**config.mk**
```make
export PLATFORM = sky130hd
export DESIGN_NAME = mrd_pkt_sched
export DESIGN_NICKNAME = d
export VERILOG_FILES = /design/src/rtl/mrd_mem_pkt.sv /design/src/rtl/mrd_factor_step.sv /design/src/rtl/mrd_pkt_sched.sv
export SDC_FILE = /design/constraint.sdc
export NUM_CORES = 1
export LEC_CHECK = 0
export ABC_AREA = 0
export BUFFER_PORTS_ARGS = -buffer_cell sky130_fd_sc_hd__buf_2
export CORE_UTILIZATION = 25
export DETAILED_ROUTE_END_ITERATION = 12
export GPL_ROUTABILITY_DRIVEN = 0
export GPL_TIMING_DRIVEN = 0
export PLACE_DENSITY = 0.4
export SYNTH_ARGS = -nofsm -noshare
export SYNTH_HDL_FRONTEND = slang
export SYNTH_SLANG_ARGS = --single-unit
```
**constraint.sdc**
```tcl
create_clock -name clk -period 6.2 [get_ports clk]
set_clock_uncertainty 0.15 [all_clocks]
set_input_delay 0.31 -clock clk [delete_from_list [all_inputs] [get_ports clk]]
set_output_delay 0.31 -clock clk [all_outputs]
set_load 0.02 [all_outputs]
```
**src/rtl/mrd_mem_pkt.sv**
```systemverilog
// -----------------------------------------------------------------------------
// mrd_mem_pkt
// Shared definitions for the DFT packet scheduler:
//   state_e     - scheduler FSM states
//   MAX_FACTORS - most radix factors one packet may carry (eng_nf entries)
//   RADIX_*     - 3-bit codes written into eng_nf (the code is the radix value;
//                 RADIX_NONE marks an unused entry)
// -----------------------------------------------------------------------------
package mrd_mem_pkt;

  typedef enum logic [1:0] {
    S_IDLE  = 2'd0,
    S_FACT  = 2'd1,
    S_START = 2'd2,
    S_RUN   = 2'd3
  } state_e;

  localparam int MAX_FACTORS = 6;

  localparam logic [2:0] RADIX_NONE = 3'd0;
  localparam logic [2:0] RADIX_2    = 3'd2;
  localparam logic [2:0] RADIX_3    = 3'd3;
  localparam logic [2:0] RADIX_4    = 3'd4;
  localparam logic [2:0] RADIX_5    = 3'd5;

endpackage

```
**src/rtl/mrd_factor_step.sv**
```systemverilog
// -----------------------------------------------------------------------------
// mrd_factor_step
// One combinational factorisation step on the running remainder. Radices are
// tried in the order 4, 2, 3, 5; the first exact divisor wins.
//   rem    in  12  current remainder
//   factor out  3  chosen radix code (RADIX_NONE when none applies)
//   quot   out 12  rem / factor (exact), rem otherwise
//   is_one out  1  remainder is fully factored
//   err    out  1  remainder is 0 or has no factor among 2/3/4/5
// -----------------------------------------------------------------------------
module mrd_factor_step
  import mrd_mem_pkt::*;
(
  input  logic [11:0] rem,
  output logic [2:0]  factor,
  output logic [11:0] quot,
  output logic        is_one,
  output logic        err
);

  always_comb begin
    // NOTE: every output gets a default first so no path leaves one unassigned
    // and no latch is inferred.
    factor = RADIX_NONE;
    quot   = rem;
    is_one = (rem == 12'd1);
    err    = 1'b0;
    if (rem == 12'd0) begin
      err = 1'b1;
    end else if (!is_one) begin
      if (rem[1:0] == 2'b00) begin
        factor = RADIX_4;
        quot   = rem >> 2;
      end else if (rem[0] == 1'b0) begin
        factor = RADIX_2;
        quot   = rem >> 1;
      end else if ((rem % 12'd3) == 12'd0) begin
        factor = RADIX_3;
        quot   = rem / 12'd3;
      end else if ((rem % 12'd5) == 12'd0) begin
        factor = RADIX_5;
        quot   = rem / 12'd5;
      end else begin
        err = 1'b1;
      end
    end
  end

endmodule

```
**src/rtl/mrd_pkt_sched.sv**
```systemverilog
// -----------------------------------------------------------------------------
// mrd_pkt_sched
// Round-robin scheduler for two DFT packet requesters. The granted packet's
// size is factored into radix 2/3/4/5 stages (one per cycle), then the DFT
// memory engine is launched and the scheduler waits for it to finish.
//
// Optional feature: define MRD_SCHED_WDOG_EN to abort a RUN that lasts
// WDOG_CYCLES cycles without eng_done (wdog_err pulse).
//
// Ports:
//   clk, rst_n     clock, synchronous active-low reset
//   req[1:0]       per-requester request, held until granted
//   req_dftpts     per-requester DFT size, requester i at [12*i +: 12]
//   grant[1:0]     one-hot grant pulse (on launch or on a size error)
//   eng_start      engine launch pulse
//   eng_dftpts     latched size of the granted packet
//   eng_nof        number of radix factors
//   eng_nf         radix factors, Nf[i] at [3*i +: 3], unused entries 0
//   eng_done       engine packet-complete pulse, honoured only in RUN
//   busy           high whenever the FSM is not IDLE
//   cfg_err        pulse when the size cannot be factored
//   wdog_err       pulse on watchdog abort (always 0 without the feature)
// -----------------------------------------------------------------------------
module mrd_pkt_sched
  import mrd_mem_pkt::*;
#(
  parameter int unsigned WDOG_CYCLES = 65535
) (
  input  logic        clk,
  input  logic        rst_n,
  input  logic [1:0]  req,
  input  logic [23:0] req_dftpts,
  output logic [1:0]  grant,
  output logic        eng_start,
  output logic [11:0] eng_dftpts,
  output logic [2:0]  eng_nof,
  output logic [17:0] eng_nf,
  input  logic        eng_done,
  output logic        busy,
  output logic        cfg_err,
  output logic        wdog_err
);

  if (WDOG_CYCLES < 1) begin : g_wdog_range
    $error("WDOG_CYCLES must be at least 1");
  end

  state_e      state;
  logic        rr_ptr;      // requester with priority at the next arbitration
  logic        sel;         // requester being served
  logic [11:0] rem;         // part of the size not yet factored

  logic [2:0]  step_factor;
  logic [11:0] step_quot;
  logic        step_is_one;
  logic        step_err;
  logic        step_bad;
  logic [1:0]  req_avail;
  logic        pick;

  mrd_factor_step u_step (
    .rem    (rem),
    .factor (step_factor),
    .quot   (step_quot),
    .is_one (step_is_one),
    .err    (step_err)
  );

  // A requester whose grant is showing this cycle has not yet had a chance
  // to drop req, so it must not be picked again.
  assign req_avail = req & ~grant;

  // With priority on 1, take 1 if it asks, else 0; with priority on 0, take 0
  // if it asks, else 1.
  assign pick = rr_ptr ? req_avail[1] : ~req_avail[0];

  // A size of 1 gives no factors, and a seventh factor does not fit.
  assign step_bad = step_err
                  | (step_is_one && (eng_nof == 3'd0))
                  | (!step_is_one && (eng_nof == 3'(MAX_FACTORS)));

`ifdef MRD_SCHED_WDOG_EN
  localparam int WDOG_W = $clog2(WDOG_CYCLES + 1);
  logic [WDOG_W-1:0] wdog_cnt;
`else
  assign wdog_err = 1'b0;
`endif

  always_ff @(posedge clk) begin
    if (!rst_n) begin
      state      <= S_IDLE;
      rr_ptr     <= 1'b0;
      sel        <= 1'b0;
      rem        <= '0;
      grant      <= '0;
      eng_start  <= 1'b0;
      eng_dftpts <= '0;
      eng_nof    <= '0;
      eng_nf     <= '0;
      busy       <= 1'b0;
      cfg_err    <= 1'b0;
`ifdef MRD_SCHED_WDOG_EN
      wdog_err   <= 1'b0;
      wdog_cnt   <= '0;
`endif
    end else begin
      // NOTE: sequential state uses non-blocking assignments only, so every
      // register sees the pre-edge values; pulse outputs default low here and
      // are raised for a single cycle below.
      grant     <= '0;
      eng_start <= 1'b0;
      cfg_err   <= 1'b0;
`ifdef MRD_SCHED_WDOG_EN
      wdog_err  <= 1'b0;
`endif
      case (state)
        S_IDLE: begin
          if (|req_avail) begin
            sel        <= pick;
            rem        <= pick ? req_dftpts[23:12] : req_dftpts[11:0];
            eng_dftpts <= pick ? req_dftpts[23:12] : req_dftpts[11:0];
            eng_nf     <= '0;
            eng_nof    <= '0;
            busy       <= 1'b1;
            state      <= S_FACT;
          end
        end

        S_FACT: begin
          if (step_bad) begin
            grant   <= sel ? 2'b10 : 2'b01;
            cfg_err <= 1'b1;
            rr_ptr  <= ~sel;
            busy    <= 1'b0;
            state   <= S_IDLE;
          end else if (step_is_one) begin
            // Registered so grant and eng_start are visible during START.
            grant     <= sel ? 2'b10 : 2'b01;
            eng_start <= 1'b1;
            rr_ptr    <= ~sel;
            state     <= S_START;
          end else begin
            for (int i = 0; i < MAX_FACTORS; i++) begin
              if (eng_nof == 3'(i)) eng_nf[3*i +: 3] <= step_factor;
            end
            eng_nof <= eng_nof + 3'd1;
            rem     <= step_quot;
          end
        end

        S_START: begin
`ifdef MRD_SCHED_WDOG_EN
          wdog_cnt <= '0;
`endif
          state <= S_RUN;
        end

        S_RUN: begin
          if (eng_done) begin
            busy  <= 1'b0;
            state <= S_IDLE;
          end
`ifdef MRD_SCHED_WDOG_EN
          else if (wdog_cnt == WDOG_W'(WDOG_CYCLES - 1)) begin
            wdog_err <= 1'b1;
            busy     <= 1'b0;
            state    <= S_IDLE;
          end else begin
            wdog_cnt <= wdog_cnt + 1'b1;
          end
`endif
        end

        default: state <= S_IDLE;
      endcase
    end
  end

endmodule

```
==> results.cfg <==
[clocking]
cts.sinks = 54
cts.path.max_buffers = 2
ctsHoldBuffers = 0
cts_root_buf = clkbuf_16
cts_tree = built
cts.clk_slew.worst_paths_ns = 0.08
clk_latency_ns = 0.30
htree_levels = 2
cts_buffers = 5

[finish]
drive_gt1_share_pct = 26.3
n_fill_cell = 2317
layout.nets = 872
regArea_um2 = 1090
diodes = 0
area_delta_synth_final_pct = 26.9
multiInputGateArea_um2 = 4370

[route]
vias = 6335
wl_mm = 22.2
postRouteAntennaNets = 0
drt-pass1-iter-count = 5
initialDrtViolationCount = 445
drc = 0
wl_per_cell_um = 20.0
vias_per_cell = 5.71

[floorplan]
die-area_um2 = 22600
die_w_um = 150
die_h_um = 150
core-area_um2 = 21300
start_util_pct = 25.9
io_pins = 68
placementRows = 53

[worst_hold_path]
worstHoldStart = eng_done
whs_path_depth = 4
hold_class = in2reg

[setup_path]
reg2reg_to = rem[10]
crit_path_end_kind = flip-flop
crit_top_cell = buf_6
cpLargestDelayFamily = compound AO/OA/AOI/OAI gates
cp_num_buf_inv = 8
slowest_delay_ns = 0.36
r2r_start = rem[7]
reg2reg_depth = 27
crit_required_ns = 6.23
cp_max_fo = 10
crit_type = reg2reg
cp.arrival_ns = 6.05
rrSetupSlack_ns = 0.19
slowest_stage = dfxtp_2
critPathLaunchType = flip-flop

[timing]
period_needed_ns = 6.01
max_freq_ghz = 0.166
layout_setup_ws_ns = 0.187
final-hold-violation-count = 0
maxSlewViolCount = 0
final-setup-viol-count = 0
period_share_pct = 97.0
max-slew-margin-rel_pct = 39.3
worst_pin_slew_ns = 0.906

[global_route]
grt_max_degree = 18
grt_pass1_vias = 5768
grt_pass1_wl_mm = 33.5
grt_remaining_overflow = 0
grt_antenna_before_repair = 0
grt_util_all_layers_pct = 19.1

[yosys]
syn_nets = 779
synthesis.instances = 740
yosysWarnings = 0
synth_flop_cell = dfxtp_1
seq_area_frac_synth_pct = 19.6
syn-mean-instance-area_um2 = 7.44
synth-seq-cells = 54
synth_cell_types = 96
synth_edf_count = 0
synthArstFlopShare_pct = 0
synthesis.area_um2 = 5500

[placement]
dp_hpwl_mm = 16.2
portBuffers = 65
place_ws_ns = -1.05

[run_status]
status = complete, no violations

[flow_run]
drv_cap = 0
==> registers in the layout (all words and copies together) (netlist names), named ones only <==
register and cells:
eng_dftpts 12, rem 12, state 1, eng_start 1
eng_nf 18, rr_ptr 1, busy 1, sel 1
eng_nof 3, grant 2, cfg_err 1
==> kinds of logic after synthesis <==
group	synth area share [%]
other	0.0681
DFF	19.6
adders and majority gates	2.27
and+or+nand+nor	24.2
xor gates and xnor gates	1.43
buffers and inverters	7.78
AOI/OAI and AO/OA	36.5
muxes	8.07
==> worst max path at each step <==
stage	start	to	slack, ns	cells after the start
floorplan	rem[8]	rem[10]	0.50	26
detailed placement	rem[9]	eng_nf[17]	-1.05	25
global route	rem[10]	rem[7]	-0.01	27
finish	rem[7]	rem[10]	0.19	27
CTS	rem[11]	rem[10]	0.002	26
global placement	rem[6]	eng_nf[17]	-1.12	24
==> layout by cell type, fill, tap and decap left out, drive strengths merged, types with 7 or more instances in the layout <==
cell type,netlist,final
a31oi,20,20
xnor2,9,9
inv,20,21
ha,10,10
buf,29,115
and3,8,8
a21oi,47,47
a221oi,10,10
clkbuf,41,46
nor2,69,69
nor3,16,16
nor2b,11,11
dfxtp,54,54
o21ai,42,42
o22ai,8,8
nor3b,7,7
nand2b,13,13
nand2,80,80
o32ai,8,8
mux2i,41,41
a22oi,8,8
nand3,22,22
o21a,9,9
a211oi,21,21
==> layer usage <==
| metal | global-route usage, % | share of wire [%] | vias up |
|---|---|---|---|
| met5 | 0 | 0 | - |
| met4 | 3.23 | 0.92 | 0 |
| met3 | 2.36 | 4.3 | 23 |
| met2 | 30.6 | 47 | 184 |
| met1 | 27.5 | 47 | 3126 |
| li1 | - | - | 3002 |
==> layout make-up <==
| type | count | area share [%] |
|---|---|---|
| multi-input combinational | 593 | 62.6 |
| sequential | 54 | 15.7 |
| timing repair buffer | 89 | 7.47 |
| buffer | 67 | 5.66 |
| tap | 275 | 4.93 |
| clock buffer | 5 | 1.79 |
| inverter | 23 | 1.24 |
| clock inverter | 3 | 0.627 |
==> cells in the mapped netlist (4+ instances only) <==
cell type  count  area, µm²
a211o_1        5       43.8
a211oi_1      20        150
a21o_1         6       45.0
a21oi_1       46        230
a221oi_1       9       78.8
a22o_1         6       52.6
a22oi_1        6       45.0
a31o_2         4       35.0
a31oi_1       16        100
a31oi_4        4       85.1
and2_1         5       31.3
and3_1         8       50.1
buf_1          6       22.5
buf_2         12       60.1
buf_4          5       37.5
buf_6          6       67.6
clkbuf_1      41        154
dfxtp_1       54       1080
ha_1          10        125
inv_1         17       63.8
mux2i_1       41        410
nand2_1       80        300
nand2b_1      13       81.3
nand3_1       22        110
nand4_1        6       37.5
nor2_1        69        259
nor2b_1       10       62.6
nor3_1        13       65.1
nor3b_1        6       45.0
nor4_1         5       31.3
o2111ai_1      6       52.6
o211ai_1       6       45.0
o21a_1         9       67.6
o21ai_0       32        160
o21ai_1        9       45.0
o221ai_1       4       35.0
o22ai_1        8       50.1
o32ai_1        6       52.6
or3_1          4       25.0
xnor2_1        9       78.8
==> worst reg2reg max path, cell delays in order (launching register included) <==
cell and delay [ns]:
dfxtp_2 0.36, buf_6 0.14, buf_8 0.15, buf_6 0.14, nand3b_1 0.10, o211a_1 0.14, o32a_1 0.36, and2_1 0.19
buf_4 0.18, o211a_1 0.11, a311o_1 0.30, o21ai_2 0.21, inv_2 0.09, ha_4 0.20, a2111o_1 0.36, a211o_4 0.32
nand2_2 0.13, o21ai_0 0.10, ha_2 0.35, nand2b_4 0.13, nor3_1 0.06, mux2_2 0.30, o22ai_4 0.30, inv_2 0.11
o31a_1 0.30, buf_6 0.16, buf_6 0.16, o311a_1 0.31
==> through the flow <==
step	util, %	TNS, ns	area (µm²)	cells	hold WS [ns]
floorplan	-	0	5500	740	0.276
global placement	29.0	-37.95	6170	1080	0.296
detailed placement	29.1	-33.70	6190	1081	0.296
CTS	30.9	0	6570	1091	0.192
global route	32.8	-0.0189	6980	1109	0.207
finish	32.8	0	6980	1109	0.197
==> what timing repair did <==
item / 4_1_cts / 5_1_grt
endpoints found under the setup margin: 39 / 39
buffers inserted: 4 / 19
pin swaps: 5 / 19
endpoints found under the hold margin: 0 / 0
gates resized for setup: 43 / 64
gates cloned: 0 / 0
Power is left out: the tool's default activity adds up to more than one toggle a clock period on the data nets, which glitch-free logic cannot reach.
